## config.mk

```make
export PLATFORM = sky130hd
export DESIGN_NAME = div_issue_ctrl
export DESIGN_NICKNAME = d
export VERILOG_FILES = /design/src/rtl/div_issue_ctrl.sv
export SDC_FILE = /design/constraint.sdc
export NUM_CORES = 1
export LEC_CHECK = 0
export ABC_AREA = 0
export CAP_MARGIN = 20
export CORE_UTILIZATION = 45
export DETAILED_ROUTE_END_ITERATION = 8
export GPL_TIMING_DRIVEN = 0
export PLACE_DENSITY = 0.86
export SYNTH_ARGS = -nofsm -noshare
export SYNTH_HDL_FRONTEND = slang
export SYNTH_SLANG_ARGS = --single-unit
```

## constraint.sdc

```tcl
create_clock -name clock -period 5.6 [get_ports clock]
set_input_delay 0.84 -clock clock [delete_from_list [all_inputs] [get_ports clock]]
set_output_delay 0.84 -clock clock [all_outputs]
set_load 0.1 [all_outputs]
```

## src/rtl/div_issue_ctrl.sv

```systemverilog
`default_nettype none
// ============================================================================
// Module      : div_issue_ctrl
// Description : Execute-stage issue/writeback controller for an iterative
//               divider, with divide-by-zero bypass and timeout guard.
// Revision    : 1.0
// ============================================================================
module div_issue_ctrl #(
    parameter int TIMEOUT   = 40,
    parameter int RDY_GUARD = 2
) (
    input  logic        clock,
    input  logic        reset,
    input  logic        flush,
    input  logic        in_valid,
    input  logic [31:0] in_A,
    input  logic [31:0] in_B,
    input  logic [4:0]  in_rd,
    output logic        div_start,
    output logic [31:0] div_A,
    output logic [31:0] div_B,
    input  logic [31:0] div_result,
    input  logic        div_exception,
    input  logic        div_rdy,
    output logic        stall,
    output logic        wb_valid,
    output logic [4:0]  wb_rd,
    output logic [31:0] wb_data,
    output logic        wb_exception
);

    typedef enum logic [1:0] {
        S_IDLE  = 2'd0,
        S_START = 2'd1,
        S_BUSY  = 2'd2,
        S_DONE  = 2'd3
    } state_t;

    localparam logic [5:0] c_guard = 6'(RDY_GUARD);
    localparam logic [5:0] c_last  = 6'(TIMEOUT - 1);

    state_t      r_state;
    logic [5:0]  r_cnt;
    logic        r_div_start;
    logic [31:0] r_a;
    logic [31:0] r_b;
    logic [4:0]  r_rd;
    logic        r_wb_valid;
    logic [4:0]  r_wb_rd;
    logic [31:0] r_wb_data;
    logic        r_wb_exc;

    logic w_b_zero;
    assign w_b_zero = (in_B == 32'd0);

    always_ff @(posedge clock) begin
        if (reset) begin
            r_state     <= S_IDLE;
            r_cnt       <= 6'd0;
            r_div_start <= 1'b0;
            r_a         <= 32'd0;
            r_b         <= 32'd0;
            r_rd        <= 5'd0;
            r_wb_valid  <= 1'b0;
            r_wb_rd     <= 5'd0;
            r_wb_data   <= 32'd0;
            r_wb_exc    <= 1'b0;
        end else begin
            r_div_start <= 1'b0;
            r_wb_valid  <= 1'b0;
            if (flush) begin
                r_state <= S_IDLE;
            end else begin
                case (r_state)
                    S_IDLE: begin
                        if (in_valid) begin
                            if (w_b_zero) begin
                                // Never launched: the divider would only report the same fault.
                                r_state    <= S_DONE;
                                r_wb_valid <= 1'b1;
                                r_wb_rd    <= in_rd;
                                r_wb_data  <= 32'd0;
                                r_wb_exc   <= 1'b1;
                            end else begin
                                r_a         <= in_A;
                                r_b         <= in_B;
                                r_rd        <= in_rd;
                                r_div_start <= 1'b1;
                                r_state     <= S_START;
                            end
                        end
                    end
                    S_START: begin
                        r_cnt   <= 6'd0;
                        r_state <= S_BUSY;
                    end
                    S_BUSY: begin
                        r_cnt <= r_cnt + 6'd1;
                        // Early ready is stale from the previous operation; ready beats timeout.
                        if ((r_cnt >= c_guard) && div_rdy) begin
                            r_state    <= S_DONE;
                            r_wb_valid <= 1'b1;
                            r_wb_rd    <= r_rd;
                            r_wb_data  <= div_exception ? 32'd0 : div_result;
                            r_wb_exc   <= div_exception;
                        end else if (r_cnt == c_last) begin
                            r_state    <= S_DONE;
                            r_wb_valid <= 1'b1;
                            r_wb_rd    <= r_rd;
                            r_wb_data  <= 32'd0;
                            r_wb_exc   <= 1'b1;
                        end
                    end
                    S_DONE: begin
                        r_state <= S_IDLE;
                    end
                    default: begin
                        r_state <= S_IDLE;
                    end
                endcase
            end
        end
    end

    assign stall        = ((r_state == S_IDLE) && in_valid) || (r_state == S_START) ||
                          (r_state == S_BUSY);
    assign div_start    = r_div_start;
    assign div_A        = r_a;
    assign div_B        = r_b;
    assign wb_valid     = r_wb_valid;
    assign wb_rd        = r_wb_rd;
    assign wb_data      = r_wb_data;
    assign wb_exception = r_wb_exc;

endmodule
`default_nettype wire
```

==> out/results.txt, run 1 <==
outcome: completed
biggest area consumer among synthesized cells: dfxtp_1
switching power share of the total: 28.6%
fmax: 0.281 GHz
Synth cell types: 32
row cnt: 37
Yosys top cell area share: 49.5%
Yosys warnings: 0
post-route clock skew: 0.00678 ns
H-tree depth: 4
Remaining Overflow, GRT: 0
# resized after CTS: 0
sequential power share: 35.6%
Post-Synth Simple-Gate Area: 19.7%
CTS buffer count: 17
Synth Area in Adders: 1.59%
Initial Util: 46.0%
clock latency on the worst-skew pair: 0.52 ns
Tmin final: 3.56 ns
main combinational cell family by area after synthesis: simple AND/OR/NAND/NOR gates
P_int: 1.76 mW
Post-synth EDFFs: 0
most frequent cells after synthesis: 117 x dfxtp_1, 82 x nor2_1, 70 x mux2i_1
CTS Sinks: 117
fill cell total of the finished layout: 767
fin area: 7640 µm²
Logic pwr share: 18.3%
Post-CTS Setup Inserts: 0
HPWL Detailed: 10100 µm
Worst path max stage delay: 1.14 ns
Sum Neg Setup Slack: 0 ns
setup violators final: 0
WL/cell: 15.6 µm
# nets final: 832
via count: 4516
peak supply drop: 228 µV
critical path's slowest cell: clkdlybuf4s50_1
syn nets: 602
total die area: 10900 µm²
ys flop type: dfxtp_1
Reg clk slew, reported paths: 0.06 ns
Final Hold Viols: 0
RSZ-0062 raised after global routing: no
CTS Hold Bufs: 0
Post-route DRC: 0
Worst setup SP type: register
most frequent cell after synthesis: dfxtp_1
crit path kind: reg2out
Hold Path Class: reg2reg
post-route antenna net violation count: 0
number of detailed-route iterations in the first pass: 5
CP cell instances: inv_1, ha_1, clkbuf_1, nand2_1, nand2_1, clkdlybuf4s50_1
pwr/cell area: 323 nW/µm²
Die W: 105 µm
Die H: 105 µm
DRT iter0 DRCs: 262
top cells by area in the synthesized netlist: dfxtp_1 50%, mux2i_1 15%, nor2_1 6.5%
number of global-route vias before repair: 4614
Port Buffers: 211
kind of capture point of the worst setup path: output pin
Mapped Cells: 489
Detailed Route WL: 13500 µm
largest net degree at the start of global routing: 17
slew at the pin closest to its max-slew limit: 1.03 ns
Synth Register Bits: 117
ant diodes: 0
Area Overhead vs Synth: 61.6%
Power, Total: 2.47 mW
CP Data Required Time: 4.76 ns
Clk pwr share: 46.1%
Leak: 3.12 nW
Total GRT Usage: 25.0%
Critical Path Fanout Max: 8
Synth Area in Compound Gates: 7.65%
Max-cap violations: 0
setup ws final: 2.04 ns
num ports: 212
average instance area after synthesis: 9.67 µm²
Synth Area in XOR/XNOR: 0.741%
routability cong.: 0.834
CTS tree: done
post-synthesis mux area share: 16.0%
dpl ws: 2.08 ns
antenna violations before repair: 0
sequential fraction of the synthesis area: 49.5%
NetSw: 0.706 mW
routed vias/inst: 5.20
most used cell, CP: nand2_1
Async SR Flop Fraction: 0%
Synth Cell Area: 4730 µm²
Pins Over Slew Limit: 0
Floorplan Core Area: 10300 µm²
layout cells sized above 1: 7.65%
Root Driver: clkbuf_8
Placed Area: 7010 µm²
critical path arrival: 2.72 ns
period utilisation layout: 63.6%
clk buf depth: 2
first-pass GRT wire length: 21800 µm
Slew Limit Headroom: 31.0%
registers in the layout, summed over array words and instances (netlist names):
register,cells
div_A,32
div_B,32
wb_data,32
r_cnt,6
r_rd,5
wb_rd,5
r_state,2
div_start,1
wb_exception,1
wb_valid,1
power groups by stage:
stage	Sequential [mW]	Combinational (mW)	Clock [mW]
after detailed placement	0.896	0.449	0
after global routing	0.882	0.471	1.20
final	0.879	0.450	1.14
after global placement	0.894	0.441	0
after floorplan	1.07	0.115	0
after CTS	0.879	0.451	1.16
path summary, 6_finish.rpt:
check | start | end | slack (ns) | depth (start not counted)
setup / recovery | r_state[0] | stall | 2.04 | 6
hold reg to reg | wb_data[2] | wb_data[2] | 0.46 | 2
hold / removal | wb_data[2] | wb_data[2] | 0.46 | 2
setup reg to reg | r_state[0] | wb_data[6] | 3.07 | 8
routing by layer:
layer  GRT usage [%]  share of wire (%)
met1            26.9                 40
met2            43.3                 49
met3            8.15                7.4
met4            13.4                3.5
met5               0                  0
cell families (layout without fill, tap and decap cells):
logic type      after synthesis  after routing
fa+ha+maj                     6              6
simple gates                183            183
xor+xnor                      4              4
flops                       117            117
buf+inv                      47            290
mux                          75             75
compound gates               57             57
stage by stage:
step	instances	hold slack [ns]	util, %
2_1_floorplan	489	0.471	-
3_3_place_gp	836	0.453	68.2
3_5_place_dp	836	0.456	68.2
4_1_cts	868	0.466	74.3
5_1_grt	868	0.487	74.3
6_report	868	0.461	74.3
cell usage in the layout, fill, tap and decap left out, types with 6 or more instances in the layout:
cell	count
o21ai_1	30
a31oi_1	7
nor2_1	82
nor4_1	10
clkbuf_16	16
mux2i_1	70
nand4_1	42
clkdlybuf4s50_1	211
nand2b_1	37
inv_1	10
buf_2	10
ha_1	6
clkbuf_1	19
dfxtp_1	117
worst max-delay path: cells and delay by family, from the launching register on:
| family | cells | cell delay (ns) |
|---|---|---|
| buffers and inverters | 3 | 1.51 |
| AND/OR/NAND/NOR | 2 | 0.21 |
| flip-flops | 1 | 0.33 |
| adder cells (fa/ha/maj) | 1 | 0.15 |
layout make-up:
type | count | area (µm²) | area share [%]
Buffer | 37 | 189 | 2.47
Clock buffer | 18 | 428 | 5.60
Clock inverter | 14 | 200 | 2.62
Inverter | 10 | 37.5 | 0.491
Multi-Input combinational cell | 325 | 2160 | 28.3
Sequential cell | 117 | 2340 | 30.7
Tap cell | 136 | 170 | 2.23
Timing Repair Buffer | 211 | 2110 | 27.6
Note: power is estimated with default switching activity, not from simulation.
==> run 2, diff against run 1 <==
- CORE_UTILIZATION: 45 -> 42
- PLACE_DENSITY: 0.86 -> 0.81
- clock period: 5.6 -> 3.4 ns (I/O delays scaled with it)
==> out/results.txt, run 2 (same netlist as run 1, synthesis figures left out) <==
outcome: completed
sequential power share: 35.6% (about the same)
first-pass GRT wire length: 21800 µm (-0.22%)
routability cong.: 0.853 (+2.4%)
fill cell total of the finished layout: 855 (+11%)
CP Data Required Time: 2.89 ns (-1.87 ns)
ant diodes: 0 (unchanged)
num ports: 212 (unchanged)
pwr/cell area: 532 nW/µm² (+65%)
via count: 4441 (-1.7%)
Die W: 108 µm (+3.4%)
CTS Hold Bufs: 0 (unchanged)
Port Buffers: 211 (unchanged)
setup violators final: 0 (unchanged)
Floorplan Core Area: 10900 µm² (+5.9%)
worst r2r dst: wb_data[2]
worst hold stages: 2 (unchanged)
number of detailed-route iterations in the first pass: 4 (-1)
Logic pwr share: 18.3% (about the same)
Detailed Route WL: 13600 µm (+0.51%)
slew at the pin closest to its max-slew limit: 1.03 ns (-0.000554 ns)
number of global-route vias before repair: 4488 (-2.7%)
Pins Over Slew Limit: 0 (unchanged)
routed vias/inst: 5.09 (-2.1%)
Tmin final: 3.30 ns
H-tree depth: 4 (unchanged)
# resized after CTS: 0 (unchanged)
WL/cell: 15.6 µm (about the same)
Hold Path Class: reg2reg
NetSw: 1.10 mW (+56%)
layout cells sized above 1: 7.10% (-0.55 points)
Area Overhead vs Synth: 61.5% (about the same)
critical path arrival: 2.79 ns (+0.07 ns)
row cnt: 38 (+2.7%)
clk buf depth: 2 (unchanged)
Clk pwr share: 46.2% (about the same)
RR Startpoint: r_state[0]
# nets final: 832 (unchanged)
total die area: 11700 µm² (+7.0%)
Remaining Overflow, GRT: 0 (unchanged)
P_int: 2.96 mW (+68%)
most used cell, CP: nand2_1
CTS tree: done
switching power share of the total: 27.1% (-1.5 points)
CTS buffer count: 17 (unchanged)
Sum Neg Setup Slack: 0 ns (unchanged)
top layer used by detailed routing: met4
start point of the worst min-delay path: wb_data[21]
Total GRT Usage: 24.1% (-0.86 points)
Post-CTS Setup Inserts: 0 (unchanged)
metal3 WL: 1150 µm (+15%)
critical path's slowest cell: clkdlybuf4s50_1
Power, Total: 4.07 mW (+65%)
Worst setup SP type: register
Die H: 108 µm (+3.4%)
FF-to-FF path depth: 8 (unchanged)
Leak: 3.13 nW (+0.15%)
RSZ-0062 raised after global routing: no
post-route antenna net violation count: 0 (unchanged)
most frequent cells in the layout: 211 x clkdlybuf4s50_1, 117 x dfxtp_1, 82 x nor2_1
Critical Path Fanout Max: 8 (unchanged)
DRT iter0 DRCs: 252 (-3.8%)
Final Hold Viols: 0 (unchanged)
Worst Hold Path EP: wb_data[21]
Max-cap violations: 0 (unchanged)
CTS Sinks: 117 (unchanged)
Worst path max stage delay: 1.13 ns (about the same)
post-route clock skew: 0.00728 ns (+0.000500 ns)
kind of capture point of the worst setup path: output pin
Reg clk slew, reported paths: 0.05 ns (about the same)
fmax: 0.303 GHz
HPWL Detailed: 9910 µm (-1.7%)
Root Driver: clkbuf_8
peak supply drop: 297 µV (+30%)
antenna violations before repair: 0 (unchanged)
Slew Limit Headroom: 31.1% (+0.037 points)
WL met1: 5400 µm (-0.61%)
CP cell instances: inv_1, ha_1, clkbuf_1, nand2_1, nand2_1, clkdlybuf4s50_1
R2R Setup Slk: 0.88 ns (-2.19 ns)
Post-route DRC: 0 (unchanged)
crit path kind: reg2out
largest net degree at the start of global routing: 17 (unchanged)
period utilisation layout: 97.0%
Met2 Wirelength: 6760 µm (+2.0%)
clock latency on the worst-skew pair: 0.51 ns (about the same)
Initial Util: 43.4% (-2.6 points)
most common cell after layout, fill and taps aside: clkdlybuf4s50_1
[run 2: cell count changes in the layout (fill, tap and decap cells not counted)]
cell / change
clkinv_2: +3
clkbuf_1: +4
clkinvlp_4: -2
bufinv_16: +1
inv_6: -2
clkinv_4: -4
[run 2: worst max path at each step]
stage,from,endpoint,slack [ns],depth (start not counted)
6_report,r_state[0],stall,0.10,6
5_1_grt,r_state[0],stall,0.001,6
4_1_cts,r_state[0],stall,0.05,6
3_5_place_dp,in_B[1],div_A[23],0.41,8
3_3_place_gp,in_B[1],wb_data[20],0.44,8
2_1_floorplan,r_cnt[0],wb_data[11],1.34,9
[run 2: critical path: cells and delay by family (launching register included)]
kind	cells	cell delay, ns
DFF	1	0.33
adders and majority gates	1	0.16
buffers and inverters	3	1.56
and+or+nand+nor	2	0.24
[run 2: through the flow]
step | cells | util [%] | hold WS [ns] | setup slack [ns] | instance area (µm²)
6_report | 872 | 70.1 | 0.464 | 0.101 | 7640
3_5_place_dp | 840 | 64.4 | 0.455 | 0.410 | 7020
4_1_cts | 872 | 70.1 | 0.466 | 0.0540 | 7640
5_1_grt | 872 | 70.1 | 0.477 | 0.00123 | 7640
3_3_place_gp | 840 | 64.4 | 0.452 | 0.435 | 7020
2_1_floorplan | 489 | - | 0.471 | 1.34 | 4730
[run 2: layout make-up]
type                       instances  area (µm²)  area share (%)
clock inverter                    10         178            2.33
sequential                       117        2340            30.7
clock buffer                      22         443            5.80
multi-input combinational        325        2160            28.3
tap                              140         175            2.29
timing repair buffer             211        2110            27.7
inverter                          10        37.5           0.492
buffer                            37         189            2.47
[run 2: power by group through the flow]
stage                     Combinational, mW  Sequential, mW  Clock (mW)
after CTS                             0.745            1.45        1.91
final                                 0.742            1.45        1.88
after global placement                0.732            1.47           0
after detailed placement              0.740            1.48           0
after floorplan                       0.189            1.76           0
after global routing                  0.778            1.45        1.97
[run 2: routing by layer]
layer | up-vias | track usage (%)
li1 | 2186 | -
met1 | 2067 | 26.0
met2 | 167 | 41.6
met3 | 21 | 9.40
met4 | 0 | 10.9
met5 | - | 0
